**src/rtl/i2c_slave_rx_timer.sv**
```systemverilog
// i2c_slave_rx_timer: I2C slave receive front end.
// Synchronises SCL/SDA, detects START/STOP, strobes data bits into the
// downstream shift register, flags completed bytes and times the ACK slot.
// Optional build macro I2C_RX_GLITCH_FILTER_EN inserts a 3-sample agreement
// filter after each synchroniser. This adds 2 clks of latency.
module i2c_slave_rx_timer #(
  parameter int SYNC_STAGES   = 2,
  parameter int BITS_PER_BYTE = 8
) (
  input  logic clk,
  input  logic n_rst,
  input  logic scl_in,
  input  logic sda_in,
  input  logic ack_en,
  output logic shift_enable,
  output logic serial_in,
  output logic byte_received,
  output logic ack_phase,
  output logic sda_oe,
  output logic start_found,
  output logic stop_found,
  output logic bus_busy
);

  localparam int CW = $clog2(BITS_PER_BYTE + 1);
  localparam logic [CW-1:0] BPB = CW'(BITS_PER_BYTE);

  typedef enum logic [1:0] {IDLE, DATA, ACK} state_t;

  state_t               state;
  logic [CW-1:0]        cnt;
  logic [SYNC_STAGES-1:0] scl_sync, sda_sync;
  logic scl_r, sda_r;
  logic scl_s, sda_s, scl_p, sda_p;
  logic rise, fall, start_ev, stop_ev;

  // Metastability synchronisers; idle bus is high.
  always_ff @(posedge clk or negedge n_rst) begin
    if (!n_rst) begin
      scl_sync <= '1;
      sda_sync <= '1;
    end else begin
      scl_sync <= {scl_sync[SYNC_STAGES-2:0], scl_in};
      sda_sync <= {sda_sync[SYNC_STAGES-2:0], sda_in};
    end
  end

  assign scl_r = scl_sync[SYNC_STAGES-1];
  assign sda_r = sda_sync[SYNC_STAGES-1];

`ifdef I2C_RX_GLITCH_FILTER_EN
  logic [1:0] scl_h, sda_h;
  logic       scl_fq, sda_fq;

  // Filter history. A line changes only once the current sample and the
  // two preceding samples agree. The held value doubles as the previous
  // sample for edge detection.
  always_ff @(posedge clk or negedge n_rst) begin
    if (!n_rst) begin
      scl_h  <= '1;
      sda_h  <= '1;
      scl_fq <= 1'b1;
      sda_fq <= 1'b1;
    end else begin
      scl_h  <= {scl_h[0], scl_r};
      sda_h  <= {sda_h[0], sda_r};
      scl_fq <= scl_s;
      sda_fq <= sda_s;
    end
  end

  assign scl_s = (scl_r == scl_h[0] && scl_r == scl_h[1]) ? scl_r : scl_fq;
  assign sda_s = (sda_r == sda_h[0] && sda_r == sda_h[1]) ? sda_r : sda_fq;
  assign scl_p = scl_fq;
  assign sda_p = sda_fq;
`else
  logic scl_pq, sda_pq;

  // One-clk history of the synchronised lines for edge detection.
  always_ff @(posedge clk or negedge n_rst) begin
    if (!n_rst) begin
      scl_pq <= 1'b1;
      sda_pq <= 1'b1;
    end else begin
      scl_pq <= scl_s;
      sda_pq <= sda_s;
    end
  end

  assign scl_s = scl_r;
  assign sda_s = sda_r;
  assign scl_p = scl_pq;
  assign sda_p = sda_pq;
`endif

  assign rise     =  scl_s & ~scl_p;
  assign fall     = ~scl_s &  scl_p;
  assign start_ev =  scl_s &  scl_p &  sda_p & ~sda_s;
  assign stop_ev  =  scl_s &  scl_p & ~sda_p &  sda_s;

  // Frame FSM with registered outputs. Priority is STOP > START > SCL edge.
  always_ff @(posedge clk or negedge n_rst) begin
    if (!n_rst) begin
      state         <= IDLE;
      cnt           <= '0;
      shift_enable  <= 1'b0;
      serial_in     <= 1'b1;
      byte_received <= 1'b0;
      ack_phase     <= 1'b0;
      sda_oe        <= 1'b0;
      start_found   <= 1'b0;
      stop_found    <= 1'b0;
      bus_busy      <= 1'b0;
    end else begin
      shift_enable  <= 1'b0;
      byte_received <= 1'b0;
      start_found   <= 1'b0;
      stop_found    <= 1'b0;
      if (stop_ev) begin
        state      <= IDLE;
        cnt        <= '0;
        sda_oe     <= 1'b0;
        ack_phase  <= 1'b0;
        bus_busy   <= 1'b0;
        stop_found <= 1'b1;
      end else if (start_ev) begin
        // START from idle and repeated START share the same entry.
        state       <= DATA;
        cnt         <= '0;
        sda_oe      <= 1'b0;
        ack_phase   <= 1'b0;
        bus_busy    <= 1'b1;
        start_found <= 1'b1;
      end else begin
        case (state)
          DATA: begin
            if (rise) begin
              shift_enable <= 1'b1;
              serial_in    <= sda_s;
              // Saturate; a well-formed frame falls before a further rise.
              if (cnt != BPB) cnt <= cnt + 1'b1;
            end else if (fall && cnt == BPB) begin
              byte_received <= 1'b1;
              ack_phase     <= 1'b1;
              sda_oe        <= ack_en;
              cnt           <= '0;
              state         <= ACK;
            end
          end
          ACK: begin
            // The ACK clock is not a data bit, so rises are ignored.
            if (fall) begin
              ack_phase <= 1'b0;
              sda_oe    <= 1'b0;
              state     <= DATA;
            end
          end
          default: state <= IDLE;
        endcase
      end
    end
  end

endmodule
```
**config.mk**
```make
export PLATFORM = sky130hd
export DESIGN_NAME = i2c_slave_rx_timer
export DESIGN_NICKNAME = d
export VERILOG_FILES = /design/src/rtl/i2c_slave_rx_timer.sv
export SDC_FILE = /design/constraint.sdc
export NUM_CORES = 1
export LEC_CHECK = 0
export CELL_PAD_IN_SITES_DETAIL_PLACEMENT = 0
export CELL_PAD_IN_SITES_GLOBAL_PLACEMENT = 1
export CORE_MARGIN = 4
export CORE_UTILIZATION = 25
export DETAILED_ROUTE_END_ITERATION = 10
export PLACE_DENSITY = 0.51
export SLEW_MARGIN = 20
export SYNTH_ARGS = -nofsm -noshare
export SYNTH_HDL_FRONTEND = slang
export SYNTH_SLANG_ARGS = --single-unit
```
**constraint.sdc**
```tcl
create_clock -name clk -period 3 [get_ports clk]
set_input_delay 0.45 -clock clk [delete_from_list [all_inputs] [get_ports clk]]
set_output_delay 0.45 -clock clk [all_outputs]
set_load 0.01 [all_outputs]
```
Yosys cells after proc, flatten, opt, wreduce, memory -nomap -nowiden. Index checks and enable logic that the tools add are counted.

Register bits: 20. Input port bits: 5. Output and inout bits: 8. Logic and storage cells: 82.

Add/subtract/negate cells: 1. Eq/ne operators: 8. Multiplexer cells: 37. Bitwise operators: 13. Reductions and logical operators: 9.

Operator list (count): 4-bit two-way mux (6); 1-bit two-way mux (23); 4-bit != test, second input constant (4); 2-bit two-way mux (5); 4-bit AND reduction (2); 4-bit nonzero test (2); 1-bit AND (7); 1-bit NOT (6); 3-bit AND reduction (2); 4-bit by 1-bit adder with 4-bit output, second input constant (1); 4-bit equality test, second input constant (1); 4-bit by 1-bit != test with 1-bit output, second input constant (1); 1-bit one-hot mux with 2 select lines (2); 2-bit one-hot mux with 2 select lines (1); 3-bit nonzero test (1); 2-bit by 1-bit equality test with 1-bit output, second input constant (1); 2-bit equality test, second input constant (1); 2-bit nonzero test (1); 1-bit logical AND (1).

Logic depth before layout (Yosys ltp). Gate-level depths: netlist of run 1.

Depth in word-level cells: 8. Depth in mapped cells: 6. Mapped depth without buffers: 6.

Worst setup path after synthesis of run 1. OpenSTA, ideal clock, no wires.

Path type: reg2reg. Start: register cnt[0]. End: register ack_phase. Library setup time: 0.065 ns. Arrival time: 1.352 ns. Required time: 2.935 ns. Setup slack: 1.583 ns. Stages on the path, launching flop included: 7. Buffers on the path: 0. Clock period less this slack: 1.417 ns. Path through: dfrtp_1 -> inv_1 -> ha_1 -> nand3b_1 -> or3_1 -> a21oi_1 -> o211a_1.

Word-level cells in the longest chain between the ends: 4.

Ends and longest elaborated chain: from (decl) (RTL line 31) `logic [CW-1:0] cnt;`; from (signal assigned) (RTL line 141) `if (cnt != BPB) cnt <= cnt + 1'b1;`; 4-bit equality test (RTL line 142) `end else if (fall && cnt == BPB) begin`; 1-bit logical AND (RTL line 142); 4-bit != test (no line); 4-bit AND reduction (no line); to (signal assigned) (RTL line 131) `ack_phase <= 1'b0;`; to (signal assigned) (RTL line 144) `ack_phase <= 1'b1;`; to (signal assigned) (RTL line 153) `ack_phase <= 1'b0;`; to (decl) (RTL line 18) `output logic ack_phase,`.

No other way between the ends. A chain may end at the register's enable or synchronous reset.

Final worst setup path of run 1.
Start: register serial_in. End: output serial_in.

RTL lines: from (decl) (RTL line 16) `output logic serial_in,`; from (signal assigned) (RTL line 139) `serial_in <= sda_s;`.

No word-level cell between the ends.

==> impl_results.md, run 1 <==
- Min-Delay Path Class: register to register
- Total CTS buffers: 3
- Status: finished, final reports clean
- Crit path time final: roughly 1.8 ns
- Max_slew headroom: approximately two fifths
- Pre-CTS WS: 1.370 ns
- Crit path capture type: output port
- CP Cell Sequence: clkdlybuf4s50_1
- Kind of critical path: register to output port
- Slowest-stage cell, CP: dfstp_2
- Antenna violations before repair: 0
- Final std cells w/o fill: ~140
- I/O Pins: 13
- Placed Cells: 140
- Final setup viols: 0
- Routed wire per std cell: around 12 um
- Share of layout cells above drive strength 1: between 10% and 20%
- Max-cap viol count: 0
- Worst Setup Slack, final: approximately 1.2 ns
- Fin crit share: roughly three fifths
- R2R cell count: 6
- Routability congestion estimate: 0.7882
- Post-CTS Resized: 0
- Crit path max-delay family: flip-flops
- # nets final: roughly 110
- Root Buffer: clkbuf_4
- Core Area: between 3000 and 4000 um2
- Total nets after synthesis: 91
- Final Hold Vio Count: 0
- ANT cells: 0
- Initial core utilization: a little over a quarter
- Final slew viol count: 0
- Rows: 21
- Post-Route WL: approximately 1800 um
- Maximum buffer depth of the clock tree: 2
- TritonCTS clock tree: yes
- CP Launch Type: register
- R2R Setup Slk: 1.41 ns
- Hpwl dp: 1228 um
- Slew @ Worst Pin: a little under 0.9 ns
- P_leak: roughly 0.5 nW
- Vias in the first global route: 701
- FILL cells: between 300 and 400
- Distinct cells, synth: 28
- Worst Path Arrival: about 1.4 ns
- Die Height: between 60 and 70 um
- Largest net degree at the start of global routing: 21
- Clk_lat worst skew: 0.31 ns
- EDFF count, synth: 0
- Worst path required time: 2.55 ns
- Hold buffer count at CTS: 0
- Synth Instances: just over 80
- Die Wd: roughly 68 um
- Worst R2R Start: cnt[0]$_DFFE_PN0P_
- First-pass GRT wire length: roughly 3300 um
- RR Endpoint: ack_phase$_DFFE_PN0P_
- Hold path depth: 0
- Final core occ: between 30% and 40%
- Worst path max stage delay: 0.54 ns
- FF/Latch Area: about 510 um2
- Worst Hold Path EP: sda_sync[1]$_DFF_PN1_
- Crit path buf inv count: 1
- Reg clk slew, reported paths: 0.11 ns
- Via count: about 640
- Initial DRC Count: 11
- H-tree levels: 1
- Max IR drop VDD: roughly 220 uV
- Vias/cell: about 4.4
- Setup TNS: 0 ns
- FFs w/ async S/R, synth: between 90% and 100%
- DRC Markers: 0
- CP max FO: 2
- Beginning of the worst hold path: sda_sync[0]$_DFF_PN1_
- P per Cell Area: 535.6 nW/um2
- RSZ-0062 raised after global routing: no
- Yosys reg bits: 20
- Die area: 4611 um2
- Total track usage: a little under a tenth
- Multi-input gate area: between 300 and 400 um2
- Mean Syn Cell Area: between 10 and 15 um2
- Post-Synthesis Cell Area: 897.1 um2
- First drt pass iteration count: 2
- DRT antenna net count: 0
- Most used DFF post-synth: dfrtp_1
- Register area share after synthesis: between 50% and 60%
- Worst Clk Skew: approximately 0.011 ns
- Overflow after GRT: 0
- Post-CTS setup buffer count: 0
- Layout area overhead: 25.66%
- Total of warnings raised by yosys: 0
- Hold slack: 0.3635 ns
- CTS Sinks: 20
- # port buffers: 12
- FMAX: 0.5498 GHz
metrics by stage:
step           instance area (um2)  total power, mW
2_1_floorplan                897.1           0.3441
3_3_place_gp                  1075           0.3866
3_5_place_dp                  1075           0.3869
4_1_cts                       1127           0.6137
5_1_grt                       1127           0.6408
6_report                      1127           0.6038
final cells by class:
cell class	count	share of cell area, %
Clock inverter	1	2.664
Multi-Input combinational cell	55	32.08
Tap cell	46	5.105
Sequential cell	20	45.17
Inverter	7	2.331
Timing Repair Buffer	12	10.65
Clock buffer	3	1.998
flip-flops by register name, summed over array words and instances (netlist names):
register / count
cnt: 4
scl_sync: 2
sda_sync: 2
state: 2
ack_phase: 1
bus_busy: 1
byte_received: 1
scl_p: 1
sda_oe: 1
sda_p: 1
serial_in: 1
shift_enable: 1
start_found: 1
stop_found: 1
logic make-up after synthesis:
family / after synthesis / synth area share [%]
AND/OR/NAND/NOR: 29 / 18.83
adder cells (fa/ha/maj): 4 / 5.579
AO/OA/AOI/OAI: 20 / 13.81
multiplexers: 1 / 1.116
flip-flops: 20 / 56.76
buffers and inverters: 7 / 2.929
XOR/XNOR: 1 / 0.9765
worst max-delay path by stage:
stage / to / cells past startpoint / startpoint / slack (ns)
floorplan: ack_phase$_DFFE_PN0P_ / 6 / cnt[0]$_DFFE_PN0P_ / 1.58
global placement: start_found$_DFF_PN0_ / 1 / n_rst / 1.38
detailed placement: shift_enable$_DFF_PN0_ / 1 / n_rst / 1.37
CTS: serial_in / 1 / serial_in$_DFFE_PN1P_ / 1.16
global route: serial_in / 1 / serial_in$_DFFE_PN1P_ / 1.11
finish: serial_in / 1 / serial_in$_DFFE_PN1P_ / 1.18
cells in the final DEF (no fill, tap or decap):
cell type         n
dfrtp_1          13
clkdlybuf4s50_1  12
nand2_1          10
inv_1             7
dfstp_2           7
o21ai_0           6
nand3b_1          4
a31oi_1           4
a21oi_1           4
ha_1              4
nand3_1           3
clkbuf_4          3
nor2_1            2
nor3_1            2
and4b_1           1
nand4b_1          1
nand2b_4          1
and2_1            1
and2b_1           1
o21a_1            1
xor2_1            1
and3b_2           1
o21bai_1          1
mux2i_1           1
a21boi_0          1
or2_2             1
or3_1             1
o211ai_1          1
o211a_1           1
a32oi_1           1
bufinv_16         1
cells in the mapped netlist, types with 2 or more instances:
| cell type | n | share of area (%) |
|---|---|---|
| a21oi_1 | 4 | 2.2 |
| a31oi_1 | 4 | 2.8 |
| dfrtp_1 | 13 | 36 |
| dfstp_2 | 7 | 21 |
| ha_1 | 4 | 5.6 |
| inv_1 | 7 | 2.9 |
| nand2_1 | 10 | 4.2 |
| nand3_1 | 3 | 1.7 |
| nand3b_1 | 4 | 3.3 |
| nor2_1 | 2 | 0.84 |
| nor3_1 | 2 | 1.1 |
| o21ai_0 | 6 | 3.3 |
power by group:
group / internal, mW / switching (mW) / total [mW] / leakage, nW
Clock: 0.135 / 0.0884 / 0.223 / 0.0279
Combinational: 0.0396 / 0.0326 / 0.0723 / 0.220
Sequential: 0.294 / 0.0143 / 0.308 / 0.249
Total: 0.469 / 0.135 / 0.604 / 0.498
routing by layer:
layer	part of all wire (%)	global-route usage, %	wire length [um]
met1	50	11.75	894
met3	5.8	4.269	103
met4	1.1	2.233	19
met2	43	15.31	759
met5	0	0	0
(Power assumes the default switching activity.)
==> run 2, diff against run 1 <==
- PLACE_DENSITY: 0.51 -> 0.53
- clock period: 3 -> 1.51 ns (I/O delays scaled with it)
==> run 2 against run 1 <==
Against the previous run: critical path type is now register to register; clock power up 100%; wire length up 7.1%; worst setup slack lost 1.1 ns.
==> impl_results.md, run 2 (same netlist as run 1, synthesis figures left out) <==
- Status: finished, final reports clean
- Max-cap viol count: 0 (unchanged)
- ANT cells: 0 (unchanged)
- Switch Pwr: 0.2840 mW (+110%)
- Antenna violations before repair: 0 (unchanged)
- Routability congestion estimate: 0.7283 (-7.6%)
- # port buffers: 12 (unchanged)
- Largest net degree at the start of global routing: 21 (unchanged)
- Fin area: 1207 um2 (+7.1%)
- Root Buffer: clkbuf_4
- Maximum buffer depth of the clock tree: 2 (unchanged)
- CTS Sinks: 20 (unchanged)
- Die area: 4611 um2 (unchanged)
- Reg clk slew, reported paths: 0.13 ns (+0.02 ns)
- Worst Path Arrival: 1.73 ns (+0.36 ns)
- Total track usage: 9.583% (+0.038 points)
- DRC Markers: 0 (unchanged)
- TritonCTS clock tree: yes
- Layout area overhead: 34.59%
- Core Area: 3390 um2 (unchanged)
- CP Launch Type: register
- H-tree levels: 1 (unchanged)
- CP max FO: 3 (+1)
- Placement Cell Area: 1120 um2 (+4.2%)
- Final Hold Vio Count: 0 (unchanged)
- FMAX: between 0.6 and 0.7 GHz
- FF/Latch Area: 509.2 um2 (unchanged)
- Commonest non-fill, non-tap cells in the layout: dfrtp_1, clkdlybuf4s50_1, nand2_1
- # nets final: 115 (+6.5%)
- Share of layout cells above drive strength 1: 26.67% (+12 points)
- Max IR drop VDD: 452.0 uV (+100%)
- Die Wd: 67.91 um (unchanged)
- First drt pass iteration count: 4 (+2)
- Die Height: 67.91 um (unchanged)
- Logic pwr share: 13.6% (+1.6 points)
- Most flop-heavy register: cnt
- Worst path max stage delay: 0.42 ns (-0.12 ns)
- Crit path time final: roughly 1.5 ns
- Initial DRC Count: 15 (+4)
- Post-Route WL: 1902 um (+7.1%)
- DR top layer: met4
- CP Cell Sequence: inv_2 -> ha_4 -> nand3b_1 -> or3_4 -> a21oi_2 -> o211a_1
- Multi-input gate area: 390.4 um2 (+8.0%)
- Slowest-stage cell, CP: dfrtp_1
- Tot Pwr: 1.226 mW (+100%)
- Rows: 21 (unchanged)
- Overflow after GRT: 0 (unchanged)
- Worst Clk Skew: 0.01109 ns (+0.0002383 ns)
- Slew @ Worst Pin: 0.2595 ns (-0.6295 ns)
- Crit path max-delay family: simple AND/OR/NAND/NOR gates
- Flop pwr share: 49.7% (-1.3 points)
- Sw Share: 23.16% (+0.75 points)
- Total CTS buffers: 3 (unchanged)
- Kind of critical path: register to register
- R2R Setup Slk: 0.03 ns (-1.38 ns)
- Most common cell after layout, fill and taps aside: dfrtp_1
- Max_slew headroom: 82.70% (+42 points)
- Vias/cell: 4.351 (-1.6%)
- Crit path buf inv count: 1 (unchanged)
- Internal power: 0.9421 mW (+100%)
- Worst path required time: 1.76 ns (-0.79 ns)
- Min-Delay Path Class: input pin to asynchronous set/reset pin
- DR WL met3: 107 um (+3.9%)
- P per Cell Area: 1016 nW/um2 (+90%)
- I/O Pins: 13 (unchanged)
- Fin crit share: a little over nine tenths
- First-pass GRT wire length: 3222 um (-1.0%)
- Clk_lat worst skew: 0.31 ns (about the same)
- Final setup viols: 0 (unchanged)
- M1 WL: 916 um (+2.5%)
- Routed wire per std cell: 12.60 um (+2.1%)
- Vias in the first global route: 699 (-0.29%)
- DRT antenna net count: 0 (unchanged)
- Crit path capture type: register
- Max reg flops: 4 (unchanged)
- Hpwl dp: 1331 um (+8.4%)
- Initial core utilization: 26.47% (unchanged)
- Via count: 657 (+3.1%)
- Routed wl met2: 849 um (+12%)
- P_leak: 0.5400 nW (+8.5%)
- Final slew viol count: 0 (unchanged)
- Hold buffer count at CTS: 0 (unchanged)
- RSZ-0062 raised after global routing: yes
- Clock power frac: 36.7% (-0.3 points)
- FILL cells: 327 (-7.9%)
-- run 2: worst paths after layout --
path / from / cells past startpoint / to
max: cnt[0]$_DFFE_PN0P_ / 6 / ack_phase$_DFFE_PN0P_
min: n_rst / 2 / byte_received$_DFF_PN0_
max reg2reg: cnt[0]$_DFFE_PN0P_ / 6 / ack_phase$_DFFE_PN0P_
min reg2reg: sda_sync[0]$_DFF_PN1_ / 0 / sda_sync[1]$_DFF_PN1_
max in group asynchronous: n_rst / 2 / scl_p$_DFF_PN1_
min in group clk: scl_in / 1 / scl_sync[0]$_DFF_PN1_
-- run 2: timing repair --
action | 4_1_cts | 5_1_grt
pin swaps | 1 | 4
resized for setup | 2 | 7
buffers inserted | 0 | 1
endpoints found under the setup margin | 2 | 7
-- run 2: stage by stage --
| stage | hold WS, ns | TNS, ns | util, % | worst slack [ns] | std cells |
|---|---|---|---|---|---|
| after CTS | 0.2484 | 0 | 34.63 | 0.03730 | 150 |
| after global placement | 0.3462 | 0 | 33.04 | 0.07287 | 146 |
| after global routing | 0.2450 | -0.1168 | 35.62 | -0.05537 | 151 |
| final | 0.2375 | 0 | 35.62 | 0.03351 | 151 |
| after floorplan | -0.06909 | 0 | - | 0.09279 | 82 |
| after detailed placement | 0.3473 | 0 | 33.04 | 0.03238 | 146 |
-- run 2: layout make-up --
class                   instances  share of cell area (%)
multi-input cells              55                   32.33
flip-flops and latches         20                   42.18
well taps                      46                   4.767
clock inverters                 1                   2.487
clock buffers                   3                   1.865
inverters                       7                   2.176
repair buffers                 19                   14.20
-- run 2: per-layer routing --
| metal | GRT usage [%] | up-vias |
|---|---|---|
| li1 | - | 333 |
| met1 | 12.58 | 305 |
| met2 | 14.70 | 15 |
| met3 | 2.956 | 4 |
| met4 | 3.722 | 0 |
| met5 | 0 | - |
-- run 2: power by group through the flow --
stage | Sequential (mW) | Clock, mW | Combinational (mW)
after floorplan | 0.630 | 0 | 0.0537
after global placement | 0.616 | 0 | 0.165
after detailed placement | 0.618 | 0 | 0.166
after CTS | 0.609 | 0.465 | 0.163
after global routing | 0.614 | 0.499 | 0.188
final | 0.609 | 0.450 | 0.167
==> run 3, diff against run 2 <==
- CELL_PAD_IN_SITES_DETAIL_PLACEMENT: 0 -> unset
- CELL_PAD_IN_SITES_GLOBAL_PLACEMENT: 1 -> unset
- CORE_UTILIZATION: 25 -> 46
- PLACE_DENSITY: 0.53 -> 0.72
==> run 3 against run 2 <==
Against the previous run: register-to-register slack improved by 0.02 ns; combinational power decreased by 7%; worst setup slack improved by 0.019 ns; first-iteration DRC count up 27%.
==> impl_results.md, run 3 (same netlist as run 1, synthesis figures left out) <==
- H-tree levels: 1 (unchanged)
- Vias in the first global route: 674 (-3.6%)
- Slew @ Worst Pin: 0.2937 ns (+0.03415 ns)
- CP Cell Sequence: inv_1 -> ha_2 -> nand3b_1 -> or3_4 -> a21oi_2 -> o211a_1
- Most common cell after layout, fill and taps aside: dfrtp_1
- Initial core utilization: 50.32% (+24 points)
- Worst path required time: 1.75 ns (about the same)
- Final slew viol count: 0 (unchanged)
- CP Launch Type: register
- Placed Cells: 122 (-16%)
- Worst Clk Skew: 0.005456 ns (-0.005636 ns)
- Crit path capture type: register
- Vias/cell: 5.270 (+21%)
- I/O Pins: 13 (unchanged)
- Die Wd: 52.16 um (-23%)
- Initial DRC Count: 19 (+4)
- P per Cell Area: 1051 nW/um2 (+3.5%)
- Fin crit share: 96.50% (-1.3 points)
- P_leak: 0.5161 nW (-4.4%)
- Hpwl dp: 1143 um (-14%)
- Largest net degree at the start of global routing: 21 (unchanged)
- Max IR drop VDD: 593.2 uV (+31%)
- Layout area overhead: 26.64%
- CP max FO: 3 (unchanged)
- Root Buffer: clkbuf_4
- Final std cells w/o fill: 126 (-17%)
- FMAX: 0.6863 GHz (+1.3%)
- Status: finished, final reports clean
- First drt pass iteration count: 4 (unchanged)
- Tot Pwr: 1.194 mW (-2.6%)
- Antenna violations before repair: 0 (unchanged)
- Commonest non-fill, non-tap cells in the layout: dfrtp_1, clkdlybuf4s50_1, nand2_1
- Total track usage: 14.18% (+4.6 points)
- Overflow after GRT: 0 (unchanged)
- Routed wire per std cell: 12.64 um (+0.37%)
- Worst path max stage delay: 0.40 ns (-0.02 ns)
- CTS Sinks: 20 (unchanged)
- Worst Path Arrival: 1.70 ns (-0.03 ns)
- R2R cell count: 6 (unchanged)
- ANT cells: 0 (unchanged)
- # nets final: 111 (-3.5%)
- Final Hold Vio Count: 0 (unchanged)
- Setup TNS: 0 ns (unchanged)
- Via count: 664 (+1.1%)
- DRC Markers: 0 (unchanged)
- Max-cap viol count: 0 (unchanged)
- Total CTS buffers: 3 (unchanged)
- First-pass GRT wire length: 2856 um (-11%)
- Clk_lat worst skew: 0.30 ns (about the same)
- Maximum buffer depth of the clock tree: 2 (unchanged)
- Routability congestion estimate: 0.8195 (+13%)
- Max reg flops: 4 (unchanged)
- Die area: 2721 um2 (-41%)
- Worst R2R Start: cnt[1]$_DFFE_PN0P_
- Most flop-heavy register: cnt
- Reg clk slew, reported paths: 0.11 ns (-0.02 ns)
- R2R Setup Slk: 0.05 ns (+0.02 ns)
- RR Endpoint: ack_phase$_DFFE_PN0P_
- Post-Route WL: 1593 um (-16%)
- TritonCTS clock tree: yes
- Die Height: 52.16 um (-23%)
- Kind of critical path: register to register
- DRT antenna net count: 0 (unchanged)
- Min-Delay Path Class: input pin to asynchronous set/reset pin
- Max_slew headroom: 80.37% (-2.3 points)
- # port buffers: 12 (unchanged)
- Crit path time final: 1.457 ns (-0.01936 ns)
- Core Area: 1783 um2 (-47%)
- Rows: 15 (-29%)
- RSZ-0062 raised after global routing: yes
- Slowest-stage cell, CP: dfrtp_1
- Share of layout cells above drive strength 1: 20.79% (-5.9 points)
- Final setup viols: 0 (unchanged)
## run 3: power by group
part	switching (mW)	total [mW]	internal, mW
logic	0.0719	0.155	0.0829
registers	0.0237	0.608	0.584
clock network	0.163	0.432	0.268
total	0.259	1.19	0.935
## run 3: worst max path at each step
| stage | endpoint | from | slack, ns | depth (start not counted) |
|---|---|---|---|---|
| floorplan | ack_phase$_DFFE_PN0P_ | cnt[0]$_DFFE_PN0P_ | 0.09 | 6 |
| global placement | ack_phase$_DFFE_PN0P_ | cnt[0]$_DFFE_PN0P_ | 0.08 | 6 |
| detailed placement | ack_phase$_DFFE_PN0P_ | cnt[1]$_DFFE_PN0P_ | 0.06 | 6 |
| CTS | ack_phase$_DFFE_PN0P_ | cnt[1]$_DFFE_PN0P_ | 0.005 | 6 |
| global route | ack_phase$_DFFE_PN0P_ | cnt[0]$_DFFE_PN0P_ | -0.02 | 6 |
| finish | ack_phase$_DFFE_PN0P_ | cnt[1]$_DFFE_PN0P_ | 0.05 | 6 |
## run 3: repair_timing
action,in CTS,in global routing
pin swaps,0,2
resized for setup,1,4
hold buffers,0,0
buffers inserted,0,0
setup endpoints to repair,1,7
## run 3: final cells by class
cell class | instances | area (um2)
sequential | 20 | 509.2
tap | 25 | 31.28
fill | 150 | 646.9
inverter | 7 | 26.28
clock buffer | 3 | 22.52
multi-input combinational | 55 | 375.4
clock inverter | 1 | 30.03
timing repair buffer | 15 | 141.4
## run 3: worst max-delay path, delay by kind of cell (launching register included)
kind	cells	cell delay, ns
AOI/OAI and AO/OA	2	0.27
adders and majority gates	1	0.18
buffers and inverters	1	0.06
DFF	1	0.40
and+or+nand+nor	2	0.49
## run 3: per-layer routing
metal | part of all wire (%) | routed length [um] | global-route usage, %
met1 | 48 | 761 | 18.50
met2 | 47 | 744 | 22.80
met3 | 4.6 | 74 | 3.438
met4 | 0.82 | 13 | 5.106
met5 | 0 | 0 | 0
## run 3: through the flow
stage                     utilization (%)  hold WS [ns]  area [um2]  worst slack [ns]
after detailed placement            60.07        0.3476        1071           0.06396
after global placement              60.07        0.3456        1071           0.08489
after global routing                63.72        0.2564        1136          -0.02371
after floorplan                         -      -0.06909       897.1           0.09279
after CTS                           62.95        0.2487        1122          0.005016
final                               63.72        0.2399        1136           0.05287
==> variant 1, RTL diff (flow settings as in run 3) <==
The parameter `BITS_PER_BYTE` goes from 8 to 4.
--- a/src/rtl/i2c_slave_rx_timer.sv
+++ b/src/rtl/i2c_slave_rx_timer.sv
@@ -5,7 +5,7 @@
 // filter after each synchroniser. This adds 2 clks of latency.
 module i2c_slave_rx_timer #(
   parameter int SYNC_STAGES   = 2,
-  parameter int BITS_PER_BYTE = 8
+  parameter int BITS_PER_BYTE = 4
 ) (
   input  logic clk,
   input  logic n_rst,
Behaviour: no difference found for any inputs over 10 cycles, from zero or initial values and one cycle with n_rst low; that may be too few to reach the edited logic, so the function may still have changed.
==> variant 1 against run 3 <==
- design area is 2.5% lower
- routed wire length is 2.9% higher
- synthesized cell count is 9.8% lower
- utilization is 0.41 points higher
- sequential cell count is 1 lower
- worst hold slack better by 1.6 ps
- largest cell class unchanged
- fmax is 0.75% lower
- count of clock-buffer cells in the layout is 1 higher
- via count is 3.3% lower
- worst setup slack worse by 11 ps
- area after synthesis is 6.7% lower
Power is not compared: it rests on default switching activity, and its combinational part moved more than twofold at a synthesized area within 25%.
==> variant 1: results (changes against run 3) <==
metric,value,unit,change
status,finished clean,,
# clk buffers,4,,+1
Detail Placement HPWL,1.11,mm,-3.1%
largest net degree at the start of global routing,20,,-4.8%
GP Congestion,0.766,,-6.6%
ranking of synthesized cells by area,"dfrtp_1 36%, dfstp_2 22%, ha_1 6.0%, nand2_1 4.5%, inv_1 4.0%",,
Tot GR Track Use,13.6,%,-0.55 points
Clock-cell share,2.37,%,-2.3 points
first-pass GRT wire length,2.54,mm,-11%
FFs & Latches,19,,-5.0%
non-clock buffer count,20,,+5
"worst slack, placed",10.6,ps,-53.3 ps
met2 Use GR,22.4,%,-0.41 points
nets,108,,-2.7%
Compound-Gate Fraction of Synth Area,13.2,%,-0.65 points
Synth top cells by count,"12 x dfrtp_1, 10 x nand2_1, 9 x inv_1, 7 x dfstp_2, 5 x o21ai_0",,
xor/xnor share of the synthesized area,1.05,%,+0.070 points
grt met1 use,15.7,%,-2.8 points
Logic inverters,10,,+3
maximum fanout along the worst path,4,,+1
sequential cell area,484,sq um,-4.9%
worst rel slew slack,83.1,%,+2.8 points
Synth cell types,24,,-14%
WL met1,683,um,-10%
Static Leak,0.513,nW,
Fillers,158,,+5.3%
post-synthesis mux area share,0,%,-1.1 points
max reg flops,3,,-1
post-synthesis sequential area ratio,57.8,%,+1.1 points
DRT iter0 DRCs,13,,-6
buffering overhead,16.2,%,+3.7 points
worst-case clock skew,11.4,ps,+5.95 ps
#MultiIn Comb,45,,-18%
Hold Path Class,in -> async,,
Multi-input gate area,349,sq um,-7.0%
drt wl/cell,13.3,um,+5.4%
DR WL met3,100,um,+35%
GR Layer Usage met3,5.64,%,+2.2 points
syn nets,83,,-8.8%
vias in the first global route,558,,-17%
share of cells above drive strength 1,33.7,%,+13 points
average size of a mapped cell,11.3,sq um,+3.4%
CP top delay family,compound AO/OA/AOI/OAI gates,,
DR WL met2,812,um,+9.1%
Adder-Cell Fraction of Synth Area,5.98,%,+0.40 points
Vias/cell,5.22,,-0.96%
Post-Layout Cell Count,123,,-2.4%
## variant 1: final timing paths
kind / end / slack (ps) / from / cells after the start
setup / recovery: sda_oe / 40 / state[0] / 6
hold / removal: shift_enable / 240 / n_rst / 2
setup reg to reg: sda_oe / 40 / state[0] / 6
hold reg to reg: scl_sync[1] / 360 / scl_sync[0] / 0
max in group asynchronous: sda_sync[0] / 1000 / n_rst / 2
min in group clk: scl_sync[0] / 340 / scl_in / 1
## variant 1: metrics by stage
stage / utilization [%] / hold slack (ps) / cell area (sq um) / total power, mW / setup TNS, ps
detailed placement: 58.1 / 347 / 1000 / 1.16 / 0
finish: 64.1 / 241 / 1110 / 1.50 / 0
global placement: 58.1 / 346 / 1000 / 1.14 / 0
CTS: 59.6 / 244 / 1030 / 1.40 / 0
floorplan: - / -69.1 / 837 / 0.970 / 0
global route: 64.1 / 245 / 1110 / 1.61 / -105
## variant 1: cell families after synthesis
logic type	Yosys count
xor+xnor	1
compound gates	15
fa+ha+maj	4
buf+inv	10
flops	19
simple gates	25
==> variant 2, RTL diff (settings of run 3) <==
Made on the original files. Encoding of `state_t`: now one-hot (3 bits for 3 states).
--- a/src/rtl/i2c_slave_rx_timer.sv
+++ b/src/rtl/i2c_slave_rx_timer.sv
@@ -25,7 +25,7 @@
   localparam int CW = $clog2(BITS_PER_BYTE + 1);
   localparam logic [CW-1:0] BPB = CW'(BITS_PER_BYTE);
 
-  typedef enum logic [1:0] {IDLE, DATA, ACK} state_t;
+  typedef enum logic [2:0] {IDLE = 3'b001, DATA = 3'b010, ACK = 3'b100} state_t;
 
   state_t               state;
   logic [CW-1:0]        cnt;
Formal check against the unedited RTL: same outputs for any inputs over 10 cycles, from zero or initial values and one cycle with n_rst low; not proved beyond that.
==> variant 2 against run 3 <==
- design area grew 0.99%
- routed wire length increased by 9.8%
- clock power is 41% lower
- die area down 0.71%
- combinational power down 50%
- power down 22%
- worst setup slack improved by 3.2 ps
- sequential cell count rose by 1
- cell count down 2.4%
- area after synthesis decreased by 0.84%
- via count grew 2.4%
- critical endpoint is now cnt[3]
- largest cell class unchanged
- highest routed layer unchanged
==> variant 2: results (changes against run 3) <==
metric,value,unit,change
Static Leak,0.521,nW,+0.96%
nets,106,,-4.5%
ranking of synthesized cells by area,"dfrtp_1 37%, dfstp_2 24%, nand3_1 3.9%, ha_1 2.8%, inv_1 2.1%",,
maximum fanout along the worst path,7,,+4
average size of a mapped cell,12.0,sq um,+9.9%
worst rel slew slack,77.0,%,-3.4 points
Tot GR Track Use,14.7,%,+0.52 points
share of cells above drive strength 1,28.6,%,+7.8 points
R2R Path End,cnt[3],,
first-pass GRT wire length,2.96,mm,+3.6%
largest net degree at the start of global routing,22,,+4.8%
GP Congestion,0.892,,+8.8%
vias in the first global route,702,,+4.2%
DRT iter0 DRCs,7,,-12
Synth top cells by count,"13 x dfrtp_1, 8 x dfstp_2, 7 x nand3_1, 5 x inv_1, 4 x nand2_1",,
Reg-to-Reg Start,state[2],,
Max VDD drop,0.000653,V,+10%
post-synthesis sequential area ratio,60.2,%,+3.4 points
Synth cell types,35,,+25%
drt total wl,1.75,mm,+9.8%
status,finished clean,,
Detail Placement HPWL,1.23,mm,+7.8%
GR Layer Usage met3,3.72,%,+0.29 points
worst r2r path cells,4,,-2
Vias/cell,5.53,,+4.9%
placed instance area,1080,sq um,+0.70%
Post-Layout Cell Count,123,,-2.4%
worst-case clock skew,1.46,ps,-4.00 ps
grt met1 use,17.5,%,-0.98 points
Fillers,155,,+3.3%
Placed Cells,116,,-4.9%
syn nets,81,,-11%
==> variant 2: what timing repair did <==
action                     in CTS  in global routing
pin swaps                       0                  1
buffers inserted                0                  3
gates resized for setup         1                  5
setup endpoints to repair       1                  7
==> variant 2: where the power goes <==
part / switching [mW] / internal [mW] / total [mW]
logic: 0.0370 / 0.0409 / 0.0779
clock network: 0.152 / 0.103 / 0.254
registers: 0.0156 / 0.589 / 0.604
total: 0.204 / 0.732 / 0.936
==> variant 2: kinds of logic (layout without fill, tap and decap cells) <==
family / count (synthesis) / count (layout) / share of synthesized area, %
XOR/XNOR: 1 / 1 / 0.985
multiplexers: 1 / 1 / 1.27
buffers and inverters: 6 / 30 / 2.53
adder cells (fa/ha/maj): 2 / 2 / 2.81
AO/OA/AOI/OAI: 16 / 16 / 12.9
AND/OR/NAND/NOR: 27 / 27 / 19.3
flip-flops: 21 / 21 / 60.2
==> variant 2: worst max path at each step <==
| stage | start | cells past startpoint | end |
|---|---|---|---|
| floorplan | cnt[0] | 6 | ack_phase |
| global placement | scl_sync[1] | 4 | cnt[3] |
| detailed placement | cnt[0] | 6 | ack_phase |
| CTS | cnt[0] | 6 | ack_phase |
| global route | state[2] | 3 | cnt[1] |
| finish | state[2] | 4 | cnt[3] |
==> variant 2: critical path, cell delays in order (launching register included) <==
cell	delay, ps
dfrtp_1	450
nor3b_4	370
nand2_4	130
or3_1	360
nand3_1	80
==> variant 2: stage by stage <==
| stage | hold WS, ps | util [%] | setup TNS (ps) | power, mW | setup slack (ps) |
|---|---|---|---|---|---|
| floorplan | -69.1 | - | 0 | 0.639 | 137 |
| global placement | 346 | 60.5 | 0 | 0.684 | 94.5 |
| detailed placement | 351 | 60.5 | 0 | 0.686 | 63.6 |
| CTS | 265 | 61.9 | 0 | 0.947 | 53.3 |
| global route | 272 | 64.4 | -20.2 | 0.996 | -20.2 |
| finish | 263 | 64.4 | 0 | 0.936 | 56.1 |
==> variant 2: routing by layer <==
| metal | part of all wire (%) | wire, um |
|---|---|---|
| met1 | 42 | 728 |
| met2 | 53 | 928 |
| met3 | 4.2 | 74 |
| met4 | 1.0 | 18 |
| met5 | 0 | 0 |
==> variant 2: cell type report <==
class | count | area (sq um) | share of cell area (%)
Sequential cell | 21 | 536 | 46.7
Inverter | 6 | 22.5 | 1.96
Timing Repair Buffer | 20 | 179 | 15.6
Tap cell | 25 | 31.3 | 2.73
Clock buffer | 4 | 26.3 | 2.29
Multi-Input combinational cell | 47 | 353 | 30.8
